## src/rtl/alu_seq_pkg.sv

```systemverilog
// Shared definitions for alu_seq: opcodes, {C,V,N,Z} flag bit positions and FSM states.
package alu_seq_pkg;

    typedef enum logic [3:0] {
        OpAdc  = 4'd0,
        OpSbc  = 4'd1,
        OpCmp  = 4'd2,
        OpAnd  = 4'd3,
        OpOr   = 4'd4,
        OpXor  = 4'd5,
        OpNot  = 4'd6,
        OpAsl  = 4'd7,
        OpLsr  = 4'd8,
        OpAsr  = 4'd9,
        OpRol  = 4'd10,
        OpRor  = 4'd11,
        OpInc  = 4'd12,
        OpDec  = 4'd13,
        OpPass = 4'd14,
        OpMul  = 4'd15
    } alu_op_e;

    localparam int unsigned FlagC = 3;
    localparam int unsigned FlagV = 2;
    localparam int unsigned FlagN = 1;
    localparam int unsigned FlagZ = 0;

    localparam logic [0:0] StIdle   = 1'b0;
    localparam logic [0:0] StMulRun = 1'b1;

endpackage

```

## src/rtl/alu_seq_mul.sv

```systemverilog
// Iterative unsigned shift-add multiplier: one multiplier bit per cycle, LSB first.
// o_done/o_prod are valid on the cycle whose closing edge retires the final bit.
module alu_seq_mul #(
    parameter int unsigned WIDTH = 8
) (
    input  logic               i_clk,
    input  logic               i_rst_n,
    input  logic               i_start,
    input  logic [WIDTH-1:0]   i_mcand,
    input  logic [WIDTH-1:0]   i_mplier,
    output logic               o_done,
    output logic [2*WIDTH-1:0] o_prod
);
    import alu_seq_pkg::*;

    localparam int unsigned    CntW    = $clog2(WIDTH);
    localparam logic [CntW-1:0] CntLast = CntW'(WIDTH - 1);

    logic             r_run;
    logic [CntW-1:0]  r_cnt;
    logic [WIDTH-1:0] r_mcand;
    logic [WIDTH-1:0] r_hi;
    logic [WIDTH-1:0] r_lo;

    logic [WIDTH:0]   w_sum;
    logic [WIDTH-1:0] w_hi_nxt;
    logic [WIDTH-1:0] w_lo_nxt;

    // r_lo holds the unconsumed multiplier bits and collects product LSBs from the top.
    always_comb begin
        w_sum    = {1'b0, r_hi} + (r_lo[0] ? {1'b0, r_mcand} : '0);
        w_hi_nxt = w_sum[WIDTH:1];
        w_lo_nxt = {w_sum[0], r_lo[WIDTH-1:1]};
    end

    assign o_prod = {w_hi_nxt, w_lo_nxt};
    assign o_done = r_run && (r_cnt == CntLast);

    always_ff @(posedge i_clk or negedge i_rst_n) begin
        if (!i_rst_n) begin
            r_run   <= 1'b0;
            r_cnt   <= '0;
            r_mcand <= '0;
            r_hi    <= '0;
            r_lo    <= '0;
        end else if (i_start) begin
            r_run   <= 1'b1;
            r_cnt   <= '0;
            r_mcand <= i_mcand;
            r_hi    <= '0;
            r_lo    <= i_mplier;
        end else if (r_run) begin
            r_hi <= w_hi_nxt;
            r_lo <= w_lo_nxt;
            if (o_done) begin
                r_run <= 1'b0;
                r_cnt <= '0;
            end else begin
                r_cnt <= r_cnt + CntW'(1);
            end
        end
    end

endmodule

```

## src/rtl/alu_seq.sv

```systemverilog
// Sequential ALU: single-cycle arithmetic/logic/shift ops plus an iterative multiply,
// with registered result and C/V/N/Z flags behind a START/BUSY/DONE handshake.
module alu_seq #(
    parameter int unsigned WIDTH = 8
) (
    input  logic             i_clk,
    input  logic             i_rst_n,
    input  logic             i_start,
    input  logic [3:0]       i_op,
    input  logic [WIDTH-1:0] i_a,
    input  logic [WIDTH-1:0] i_b,
    input  logic [3:0]       i_flag_we,
    input  logic             i_load_flags,
    input  logic [3:0]       i_flags_in,
    output logic [WIDTH-1:0] o_y,
    output logic [WIDTH-1:0] o_yh,
    output logic             o_c,
    output logic             o_v,
    output logic             o_n,
    output logic             o_z,
    output logic             o_busy,
    output logic             o_done
);
    import alu_seq_pkg::*;

    localparam int unsigned Msb = WIDTH - 1;

    logic [0:0]       r_state;
    logic [WIDTH-1:0] r_y;
    logic [WIDTH-1:0] r_yh;
    logic [3:0]       r_flags;
    logic [3:0]       r_mul_we;
    logic             r_done;

    alu_op_e          w_op;
    logic             w_accept;
    logic             w_alu_go;
    logic             w_mul_go;
    logic             w_mul_done;
    logic [2*WIDTH-1:0] w_mul_prod;
    logic [WIDTH-1:0] w_b_add;
    logic             w_c_add;
    logic [WIDTH:0]   w_sum;
    logic             w_add_v;
    logic [WIDTH-1:0] w_res;
    logic             w_c_new;
    logic             w_v_new;
    logic [3:0]       w_aff;
    logic             w_wr_y;
    logic [3:0]       w_alu_flags;
    logic [3:0]       w_mul_flags;
    logic [3:0]       w_flags_nxt;

    assign w_op     = alu_op_e'(i_op);
    assign w_accept = i_start && (r_state == StIdle);
    assign w_alu_go = w_accept && (w_op != OpMul);
    assign w_mul_go = w_accept && (w_op == OpMul);

    alu_seq_mul #(
        .WIDTH (WIDTH)
    ) u_mul (
        .i_clk    (i_clk),
        .i_rst_n  (i_rst_n),
        .i_start  (w_mul_go),
        .i_mcand  (i_a),
        .i_mplier (i_b),
        .o_done   (w_mul_done),
        .o_prod   (w_mul_prod)
    );

    // SBC and CMP share the ADC adder with B inverted; CMP forces carry-in high.
    always_comb begin
        w_b_add = (w_op == OpAdc) ? i_b : ~i_b;
        w_c_add = (w_op == OpCmp) ? 1'b1 : r_flags[FlagC];
        w_sum   = {1'b0, i_a} + {1'b0, w_b_add} + {{WIDTH{1'b0}}, w_c_add};
        w_add_v = (i_a[Msb] == w_b_add[Msb]) && (w_sum[Msb] != i_a[Msb]);

        w_res   = i_a;
        w_c_new = r_flags[FlagC];
        w_v_new = r_flags[FlagV];
        w_aff   = 4'b0011;
        w_wr_y  = 1'b1;
        case (w_op)
            OpAdc, OpSbc: begin
                w_res   = w_sum[WIDTH-1:0];
                w_c_new = w_sum[WIDTH];
                w_v_new = w_add_v;
                w_aff   = 4'b1111;
            end
            OpCmp: begin
                w_res   = w_sum[WIDTH-1:0];
                w_c_new = w_sum[WIDTH];
                w_v_new = w_add_v;
                w_aff   = 4'b1111;
                w_wr_y  = 1'b0;
            end
            OpAnd:  w_res = i_a & i_b;
            OpOr:   w_res = i_a | i_b;
            OpXor:  w_res = i_a ^ i_b;
            OpNot:  w_res = ~i_a;
            OpAsl: begin
                w_res   = {i_a[Msb-1:0], 1'b0};
                w_c_new = i_a[Msb];
                w_aff   = 4'b1011;
            end
            OpLsr: begin
                w_res   = {1'b0, i_a[Msb:1]};
                w_c_new = i_a[0];
                w_aff   = 4'b1011;
            end
            OpAsr: begin
                w_res   = {i_a[Msb], i_a[Msb:1]};
                w_c_new = i_a[0];
                w_aff   = 4'b1011;
            end
            OpRol: begin
                w_res   = {i_a[Msb-1:0], r_flags[FlagC]};
                w_c_new = i_a[Msb];
                w_aff   = 4'b1011;
            end
            OpRor: begin
                w_res   = {r_flags[FlagC], i_a[Msb:1]};
                w_c_new = i_a[0];
                w_aff   = 4'b1011;
            end
            OpInc:  w_res = i_a + WIDTH'(1);
            OpDec:  w_res = i_a - WIDTH'(1);
            OpPass: w_res = i_a;
            default: ;
        endcase

        w_alu_flags        = r_flags;
        w_alu_flags[FlagC] = w_c_new;
        w_alu_flags[FlagV] = w_v_new;
        w_alu_flags[FlagN] = w_res[Msb];
        w_alu_flags[FlagZ] = (w_res == '0);
    end

    always_comb begin
        w_mul_flags        = '0;
        w_mul_flags[FlagC] = (w_mul_prod[2*WIDTH-1:WIDTH] != '0);
        w_mul_flags[FlagN] = w_mul_prod[2*WIDTH-1];
        w_mul_flags[FlagZ] = (w_mul_prod == '0);

        w_flags_nxt = r_flags;
        if (i_load_flags) begin
            w_flags_nxt = i_flags_in;
        end else if (w_mul_done) begin
            for (int i = 0; i < 4; i++) begin
                if (r_mul_we[i]) w_flags_nxt[i] = w_mul_flags[i];
            end
        end else if (w_alu_go) begin
            for (int i = 0; i < 4; i++) begin
                if (i_flag_we[i] && w_aff[i]) w_flags_nxt[i] = w_alu_flags[i];
            end
        end
    end

    always_ff @(posedge i_clk or negedge i_rst_n) begin
        if (!i_rst_n) begin
            r_state  <= StIdle;
            r_y      <= '0;
            r_yh     <= '0;
            r_flags  <= '0;
            r_mul_we <= '0;
            r_done   <= 1'b0;
        end else begin
            r_flags <= w_flags_nxt;
            r_done  <= w_alu_go || w_mul_done;
            if (w_mul_go) begin
                r_state  <= StMulRun;
                r_mul_we <= i_flag_we;
            end else if (w_mul_done) begin
                r_state <= StIdle;
            end
            if (w_mul_done) begin
                r_y  <= w_mul_prod[WIDTH-1:0];
                r_yh <= w_mul_prod[2*WIDTH-1:WIDTH];
            end else if (w_alu_go && w_wr_y) begin
                r_y  <= w_res;
                r_yh <= '0;
            end
        end
    end

    assign o_y    = r_y;
    assign o_yh   = r_yh;
    assign o_c    = r_flags[FlagC];
    assign o_v    = r_flags[FlagV];
    assign o_n    = r_flags[FlagN];
    assign o_z    = r_flags[FlagZ];
    assign o_busy = (r_state == StMulRun);
    assign o_done = r_done;

endmodule

```

## config.mk

```make
export PLATFORM = sky130hd
export DESIGN_NAME = alu_seq
export DESIGN_NICKNAME = d
export VERILOG_FILES = /design/src/rtl/alu_seq_pkg.sv /design/src/rtl/alu_seq_mul.sv /design/src/rtl/alu_seq.sv
export SDC_FILE = /design/constraint.sdc
export NUM_CORES = 1
export LEC_CHECK = 0
export ABC_AREA = 0
export CAP_MARGIN = 0
export CORE_MARGIN = 4
export CORE_UTILIZATION = 52
export DETAILED_ROUTE_END_ITERATION = 10
export PLACE_DENSITY = 0.78
export SYNTH_ARGS = -nofsm -noshare
export SYNTH_HDL_FRONTEND = slang
export SYNTH_HIERARCHICAL = 1
export SYNTH_SLANG_ARGS = --single-unit
export TNS_END_PERCENT = 30
```

## constraint.sdc

```tcl
create_clock -name i_clk -period 2.75 [get_ports i_clk]
set_clock_uncertainty 0.1 [all_clocks]
set_input_delay 0.4125 -clock i_clk [delete_from_list [all_inputs] [get_ports i_clk]]
set_output_delay 0.4125 -clock i_clk [all_outputs]
set_load 0.03 [all_outputs]
```

=== Word level (Yosys, flattened, before mapping) ===
Index checks and enable logic that the tools add are counted.

* Register bits after elaboration: 54
* Bits of input ports: 32

* Eq/ne operators: 22
* Muxes and demuxes: 35
* $add $sub $neg: 6
* Reductions and logical operators: 33
* Bitwise logic cells: 6

{| class="wikitable"
|+ Operators with widths
! operator !! number
|-
| $pmux 8 s12 || 1
|-
| $mux 8 || 10
|-
| $eq 4x4->1 const B || 7
|-
| $reduce_bool 3->1 || 6
|-
| $eq 4x3->1 const B || 4
|-
| $logic_not 16->1 || 1
|-
| $mux 1 || 16
|-
| $not 8->8 || 2
|-
| $mux 4 || 3
|-
| $ne 3x3->1 const B || 4
|-
| $logic_and 1x1->1 || 10
|-
| $add 8x8->9 || 1
|-
| $add 8x9->9 || 1
|-
| $add 9x1->9 || 1
|-
| $mux 3 || 3
|-
| $add 8x1->8 const B || 1
|-
| $and 8x8->8 || 1
|-
| $eq 4x2->1 const B || 2
|-
| $logic_not 8->1 || 1
|-
| $or 8x8->8 || 1
|-
| $pmux 4 s2 || 1
|-
| $reduce_and 4->1 || 2
|-
| $reduce_bool 8->1 || 1
|-
| $sub 8x1->8 const B || 1
|-
| 17 further kinds || 21
|}

=== Longest topological paths before layout ===
* Word-level depth: 11
* Mapped depth: 15
* Gate-level depth less buffers: 13

=== Hierarchy ===
The synthesis kept the hierarchy.

{| class="wikitable"
|+ By module, submodules not included
! module !! cells each !! sequential area each (sq um) !! area each (sq um) !! times used
|-
| alu_seq || 407 || 650.6 || 3149.3 || 1
|-
| alu_seq_mul || 164 || 700.7 || 1692.9 || 1
|}

=== Worst setup path after synthesis ===
OpenSTA, ideal clock, no wires.

* Path type: input to register
* Start point: input port i_op[2]
* End point: register r_flags[0]
* Arrival time: 4.060 ns
* Data required time: 2.584 ns
* Slack: -1.477 ns
* Cell stages on the path: 14
* Buffers on the path: 3
* Library setup time: 0.066 ns
* Cells stage by stage: buf_2 -> clkbuf_1 -> buf_1 -> nor4_2 -> xnor2_1 -> fa_1 -> inv_1 -> fa_1 -> or3_1 -> a31oi_1 -> o32a_1 -> or4b_1 -> nor4_2 -> a41o_1

* Longest elaborated chain between the ends: 10
* Elaborated cells on any way between the ends: 29
* Classes of those cells: 2 x add/sub; 14 x eq/ne; 7 x mux; 6 x reduce/logical

{| class="wikitable"
|+ Ends and longest elaborated chain
! what !! RTL line !! source
|-
| from (decl) || alu_seq.sv:9 || <nowiki>input logic [3:0] i_op,</nowiki>
|-
| $logic_not 4->1 || alu_seq.sv:73, alu_seq.sv:83 ||
|-
| $mux 8 || alu_seq.sv:73 || <nowiki>w_b_add = (w_op == OpAdc) ? i_b : ~i_b;</nowiki>
|-
| $add 8x8->9 || alu_seq.sv:75 || <nowiki>w_sum = {1'b0, i_a} + {1'b0, w_b_add} + {{WIDTH{1'b0}}, w_c_add};</nowiki>
|-
| $add 9x1->9 || alu_seq.sv:75 ||
|-
| $pmux 8 s12 || alu_seq.sv:83 || <nowiki>case (w_op)</nowiki>
|-
| $logic_not 8->1 || alu_seq.sv:136 || <nowiki>w_alu_flags[FlagZ] = (w_res == '0);</nowiki>
|-
| $mux 1 || alu_seq.sv:154 || <nowiki>if (i_flag_we[i] && w_aff[i]) w_flags_nxt[i] = w_alu_flags[i];</nowiki>
|-
| $mux 4 || alu_seq.sv:152 || <nowiki>end else if (w_alu_go) begin</nowiki>
|-
| $mux 4 || alu_seq.sv:148 || <nowiki>end else if (w_mul_done) begin</nowiki>
|-
| $mux 4 || alu_seq.sv:146 || <nowiki>if (i_load_flags) begin</nowiki>
|-
| to (signal assigned) || alu_seq.sv:168 || <nowiki>r_flags <= w_flags_nxt;</nowiki>
|-
| to (decl) || alu_seq.sv:31 || <nowiki>logic [3:0] r_flags;</nowiki>
|}

Parallel ways exist; a longest one is shown, timed or not. The select of a mux whose other input is x is not followed.
A chain may end at the register's enable or synchronous reset.

=== Worst setup path in the final report ===
* Start point: input port i_b[1]
* End point: register r_flags[0]

* Longest elaborated chain between the ends: 10
* Elaborated cells on any way between the ends: 13
* Classes of those cells: 2 x add/sub; 6 x mux; 4 x bitwise; 1 x reduce/logical

{| class="wikitable"
|+ Ends and longest elaborated chain
! what !! RTL line !! source
|-
| from (decl) || alu_seq.sv:11 || <nowiki>input logic [WIDTH-1:0] i_b,</nowiki>
|-
| $not 8->8 || alu_seq.sv:73 ||
|-
| $mux 8 || alu_seq.sv:73 ||
|-
| $add 8x8->9 || alu_seq.sv:75 ||
|-
| $add 9x1->9 || alu_seq.sv:75 ||
|-
| $pmux 8 s12 * || alu_seq.sv:83 ||
|-
| $logic_not 8->1 * || alu_seq.sv:136 ||
|-
| $mux 1 * || alu_seq.sv:154 ||
|-
| $mux 4 * || alu_seq.sv:152 ||
|-
| $mux 4 * || alu_seq.sv:148 ||
|-
| $mux 4 * || alu_seq.sv:146 ||
|}

Every way passes the cells marked *; elsewhere a longest branch is shown, timed or not. The select of a mux whose other input is x is not followed.

==> metrics.csv <==
metric;value;unit
status;finished, violations left;
failing checks;negative setup slack;
Hold Vio Cnt, Final;0;
fillers;639;
DR vias;5149;
die area;10920;sq um
total placed cells including tap cells;823;
Die Ht;104.5;um
Total Routing Usage GR;0.2885;
die width;104.5;um
Final Wtd Congestion;0.9394;
wire length on met1;7049;um
Warnings, synthesis;6;
CP top delay family;simple AND/OR/NAND/NOR gates;
n_diodes;0;
IO Pins;54;
crit-path cells;clkdlybuf4s50_1, xnor2_4, inv_2, fa_1, or3_1, a31oi_1, o32a_1, or4b_1, nor4_2, a41o_1;
number of DRC markers in iteration 0;387;
r2r endpoint;r_flags[0]$_DFFE_PN0P_;
Mapped Area;4842;sq um
final worst slack;-348.6;ps
Max Slew Vio Count;0;
clock-pin slew on the worst setup and hold paths;110;ps
Post-DP HPWL;12340;um
drt drc;0;
largest area contributor in the synthesized netlist;dfrtp_1;
Synth top cells by count;nand2_1, dfrtp_1, o21ai_0, ha_1, nor2_1;
DR top layer;met4;
slowest CP cell;clkdlybuf4s50_1;
DR vias/cell;6.130;
Final Util;0.7660;
Pleak;3.048;nW
slew margin rel.;0.5500;
WP buf/inv;2;
routed wl met2;7440;um
maxcap violations;0;
Setup crit end kind;flop;
post-synthesis average cell area;8.480;sq um
Max Clk Rate;322.7;MHz
CP Max Fanout;2;
cell count after synthesis;571;
R2R setup slack;-240;ps
number of flops mapped to enable cells by yosys;0;
synth top area cells;dfrtp_1, ha_1, nand2_1;
final setup fails;10;
slowest stage delay, CP;660;ps
H-tree depth;2;
Final Net Count;801;
worst r2r src;r_flags[3]$_DFFE_PN0P_;
largest net degree at the start of global routing;44;
fin cells;840;
CP Class;in2reg;
Clock Path Buffers;2;
global-route wire length before repair;25500;um
Core Box Area;8891;sq um
Synth top area share;0.2791;
Site Rows;34;
Reg2Reg Depth;10;
GRT overflow;0;
most frequent cell after synthesis;nand2_1;
number of global-route vias before repair;4961;
total CTS buffers;5;
remaining antenna violation count;0;
Tot Pwr;4.580;mW
Yosys cell types;79;
worst hold slack;2.831;ps
Seq cells post-synth;54;
Met3 Routed Length;1197;um
worst slew pin tran;674.9;ps
initial antenna violation count;0;
pwr/cell area;672.6;nW/um^2
unrepaired setup endpoints after global routing;yes;
post-DR wirelength/cell;19.29;um
sequential-to-total area share from yosys stat;0.2791;
top_reg_cell synth;dfrtp_1;
HP Class;in2async;
Final min period;3099;ps
WP data arrival;3270;ps
Final period util;1.127;
Buffers on Ports;53;
ys async rst share;1.000;
worst vdd ir;0.0005997;V
root buf cell;clkbuf_8;
Setup TNS;-1331;ps
final wirelength;16200;um
syn_nets;640;
CTS tree;yes;
Startpoint Class;input port;
Syn-to-layout area delta;40.65;%
clock latency on the worst-skew pair;320;ps
Initial Util;0.5446;
Sink Count;54;
fraction of layout cells with a size suffix above 1;0.3060;
drt pass-1 iters;5;
Worst Path Required;2920;ps
routing by layer:
metal,global-route usage,vias to the layer above
met3,0.04904,47
met2,0.4465,205
li1,-,2393
met5,0,-
met4,0.09877,0
met1,0.4071,2504
registers in the layout (all words and copies together) (netlist names):
register,cells
u_mul/r_run,1
u_mul/r_mcand,8
r_flags,4
u_mul/r_cnt,3
o_done,1
u_mul/r_hi,8
o_yh,8
o_busy,1
o_y,8
u_mul/r_lo,8
r_mul_we,4
where the power goes:
group | internal, mW | switching, mW
Sequential | 1.10 | 0.222
Combinational | 1.37 | 1.43
Clock | 0.177 | 0.281
cells in the final DEF (no fill, tap or decap), drive strengths merged, types with 6 or more instances in the layout:
cell type / n
a31oi: 8
dfrtp: 54
a211oi: 7
nor2b: 10
nor3: 6
nand2: 66
mux2i: 24
xnor2: 10
clkdlybuf4s50: 47
nand3b: 8
or3: 8
o21a: 7
nor2: 34
a21o: 6
and2: 15
nand3: 16
inv: 25
o211ai: 9
a22oi: 6
or2: 6
mux2: 14
nand2b: 10
o21ai: 44
ha: 34
a21oi: 20
buf: 147
nor4: 8
how the worst max path moves through the flow:
stage,from,to,cells past startpoint
floorplan,i_op[2],r_flags[0]$_DFFE_PN0P_,14
global placement,i_op[3],r_flags[0]$_DFFE_PN0P_,12
detailed placement,i_op[3],r_flags[0]$_DFFE_PN0P_,12
CTS,i_op[1],r_flags[0]$_DFFE_PN0P_,12
global route,i_op[3],r_flags[0]$_DFFE_PN0P_,13
finish,i_b[1],r_flags[0]$_DFFE_PN0P_,10
area by class of cell:
type	count	area (sq um)	share of cell area
Clock buffer	5	68.82	0.01010
Clock inverter	2	13.76	0.002021
Inverter	25	93.84	0.01378
Multi-Input combinational cell	451	3447	0.5062
Sequential cell	54	1351	0.1984
Tap cell	108	135.1	0.01984
Timing Repair Buffer	195	1700	0.2497
timing repair:
action,CTS,global route
endpoints found under the setup margin,11,11
hold buffers,0,0
setup buffers,9,3
gates resized for setup,47,34
pin swaps,26,33
gates cloned,0,0
through the flow:
stage               setup slack [ps]  instance area (sq um)
CTS                           -494.9                   6623
finish                        -348.6                   6810
floorplan                      -1002                   4900
global placement               -1030                   6352
global route                  -432.1                   6810
detailed placement             -1106                   6352
kinds of logic (layout without fill, tap and decap cells):
logic type	after synthesis	in the layout	share of synthesized area
buf+inv	66	227	0.06744
compound gates	154	154	0.2204
flops	54	54	0.2791
fa+ha+maj	37	37	0.1003
xor+xnor	14	14	0.02532
simple gates	208	208	0.2253
mux	38	38	0.08217
Note: power is estimated with default switching activity, not from simulation.
==> variant, RTL diff (same settings) <==
`WIDTH` is set to 8 in 2 places; all go to 16.
--- a/src/rtl/alu_seq_mul.sv
+++ b/src/rtl/alu_seq_mul.sv
@@ -2,5 +2,5 @@
 // o_done/o_prod are valid on the cycle whose closing edge retires the final bit.
 module alu_seq_mul #(
-    parameter int unsigned WIDTH = 8
+    parameter int unsigned WIDTH = 16
 ) (
     input  logic               i_clk,
--- a/src/rtl/alu_seq.sv
+++ b/src/rtl/alu_seq.sv
@@ -2,5 +2,5 @@
 // with registered result and C/V/N/Z flags behind a START/BUSY/DONE handshake.
 module alu_seq #(
-    parameter int unsigned WIDTH = 8
+    parameter int unsigned WIDTH = 16
 ) (
     input  logic             i_clk,
Interface: changed (resized i_a, i_b, o_y and o_yh); port bits go from 54 to 86. The function was not compared with the original's and may differ.
==> variant against the original RTL <==
The run still ends with negative setup slack left; total power increased by 120%; sequential share of layout area decreased by 1.8 points; via count increased by 110%; non-clock buffer count increased by 216; area after synthesis increased by 84%; cell area increased by 93%; sequential cell count increased by 41; wire length increased by 120%; core utilization increased by 2.1 points; worst setup slack got worse by 0.52 ns; highest routed layer unchanged.
==> variant: results (changes against the original RTL) <==
stage,metric,value,unit,change
outcome,status,"finished, violations left",,unchanged
outcome,violations,negative setup slack,,unchanged
placed_design,port_buffers,85,,was 53
final_layout,nFillCells,1101,,was 639
sta,hold_violations,0,,unchanged
placed_design,post-place-ws,-1.57,ns,was -1.11 ns
placed_design,dp_cells,1616,,was 823
pwr,swShare,43.4,%,was 42.2%
critical_path,cp_max_fo,5,,was 2
worst_hold_path,hp-class,primary input to async pin,,unchanged
clocking,path_clk_slew,0.07,ns,was 0.11 ns
final_layout,layoutNonFillerInstCount,1652,,was 840
clocking,clockBufferDepth,2,,unchanged
logic_synthesis,synthArstFlopShare,100,%,unchanged
final_layout,drive_gt1_share,34.9,%,was 30.6%
drt,vias,10665,,was 5149
placed_design,place_area,0.0120,mm^2,was 0.00635 mm^2
sta,setup_viol,27,,was 10
sta,fin_tns_setup,-10.32,ns,was -1.33 ns
grt,grt_max_degree,70,,was 44
placed_design,gp_congestion,1.01,,was 0.939
logic_synthesis,synth.top_cells.by_count,"nand2_1, dfrtp_1, o21ai_0",,unchanged
grt,antenna_found_initial,0,,unchanged
final_layout,antenna_cells,0,,unchanged
logic_synthesis,yosysWarnings,6,,unchanged
logic_synthesis,synth_ff_type,dfrtp_1,,unchanged
logic_synthesis,syn_inst,1099,,was 571
critical_path,slowest_delay,0.54,ns,was 0.66 ns
critical_path,critPathSlowestCell,or4_1,,was clkdlybuf4s50_1
sta,slew_viol_final,0,,unchanged
clocking,htree_levels,3,,was 2
placed_design,dp_hpwl,25300,um,was 12300 um
final_layout,fin_nets,1543,,was 801
grt,grt_usage,34.5,%,was 28.9%
logic_synthesis,seq_area_frac_synth,26.7,%,was 27.9%
pwr,ir_drop,0.577,mV,was 0.600 mV
logic_synthesis,yosys-top-cells-area,"dfrtp_1, ha_1, nand2_1",,unchanged
grt,grt_first_pass_wirelength,54100,um,was 25500 um
critical_path,critPathTopFamily,compound AO/OA/AOI/OAI gates,,was simple AND/OR/NAND/NOR gates
clocking,clock_latency,0.35,ns,was 0.32 ns
critical_path,arrival,3.80,ns,was 3.27 ns
logic_synthesis,syn_nets,1215,,was 640
drt,post_drt_wl_per_cell,21.9,um,was 19.3 um
pwr,leakagePower,5.93,nW,was 3.05 nW
clocking,numCtsBuffers,9,,was 5
drt,first_pass_iters,6,,was 5
clocking,cts-root-buf,clkbuf_16,,was clkbuf_8
sta,slew_headroom,39.6,%,was 55.0%
logic_synthesis,synth.distinct_cells,90,,was 79
sta,setup_ws,-0.871,ns,was -0.349 ns
grt,grt_pass1_vias,10022,,was 4961
drt,drt_iter0_markers,1395,,was 387
## variant: changes by cell type in the layout (fill, tap and decap cells not counted), sizes merged, moves of 32 or more
| cell | delta |
|---|---|
| a21oi | +36 |
| buf | +184 |
| nor2 | +36 |
| o21ai | +48 |
| dfrtp | +41 |
| inv | +32 |
| nand2 | +56 |
## variant: power by group through the flow
stage	registers (W)	clock network, W	logic [W]
6_report	0.00244	0.00128	0.00623
5_1_grt	0.00247	0.00135	0.00660
4_1_cts	0.00238	0.00129	0.00570
3_5_place_dp	0.00239	0	0.00529
3_3_place_gp	0.00237	0	0.00511
2_1_floorplan	0.00255	0	0.00280
## variant: worst paths after layout
path,start,endpoint,slack (ns),cells past startpoint
min in group i_clk,u_mul/r_mcand[6],u_mul/r_mcand[6],0.40,1
max reg2reg,u_mul/r_lo[0],r_flags[0],-0.87,17
min,i_rst_n,o_yh[10],0.09,1
min reg2reg,u_mul/r_mcand[6],u_mul/r_mcand[6],0.40,1
max in group asynchronous,i_rst_n,u_mul/r_lo[9],1.65,2
max,i_op[2],r_flags[0],-0.87,16
## variant: layout make-up
| cell class | count | area, um^2 | share of cell area, % |
|---|---|---|---|
| clock buffers | 11 | 233 | 1.77 |
| clock inverters | 5 | 63.8 | 0.485 |
| inverters | 55 | 206 | 1.57 |
| multi-input cells | 855 | 6630 | 50.4 |
| flip-flops and latches | 95 | 2380 | 18.1 |
| well taps | 220 | 275 | 2.09 |
| repair buffers | 411 | 3370 | 25.6 |
## variant: per-stage QoR
step | power [W] | hold slack [ns]
CTS | 0.00938 | 0.127
detailed placement | 0.00768 | 0.389
global route | 0.0104 | 0.162
global placement | 0.00747 | 0.384
finish | 0.00996 | 0.0873
floorplan | 0.00535 | 0.0169
## variant: cells by family (layout without fill, tap and decap cells)
group / after synthesis / after routing / synth area share [%]
flip-flops: 95 / 95 / 26.7
XOR/XNOR: 33 / 33 / 3.25
buffers and inverters: 149 / 482 / 7.32
multiplexers: 55 / 55 / 6.54
AND/OR/NAND/NOR: 383 / 383 / 22.4
adder cells (fa/ha/maj): 68 / 68 / 9.81
AO/OA/AOI/OAI: 316 / 316 / 23.9
## variant: timing repair
| item | 4_1_cts | 5_1_grt |
|---|---|---|
| gates resized for setup | 102 | 62 |
| hold buffers | 0 | 0 |
| setup buffers | 12 | 10 |
| setup endpoints to repair | 33 | 37 |
| gates cloned | 1 | 0 |
| pin swaps | 46 | 40 |
## variant: per-layer routing
metal / global-route usage (%) / part of all wire (%)
met1: 46.4 / 39
met2: 53.8 / 45
met3: 6.69 / 10
met4: 15.7 / 5.7
met5: 0 / 0
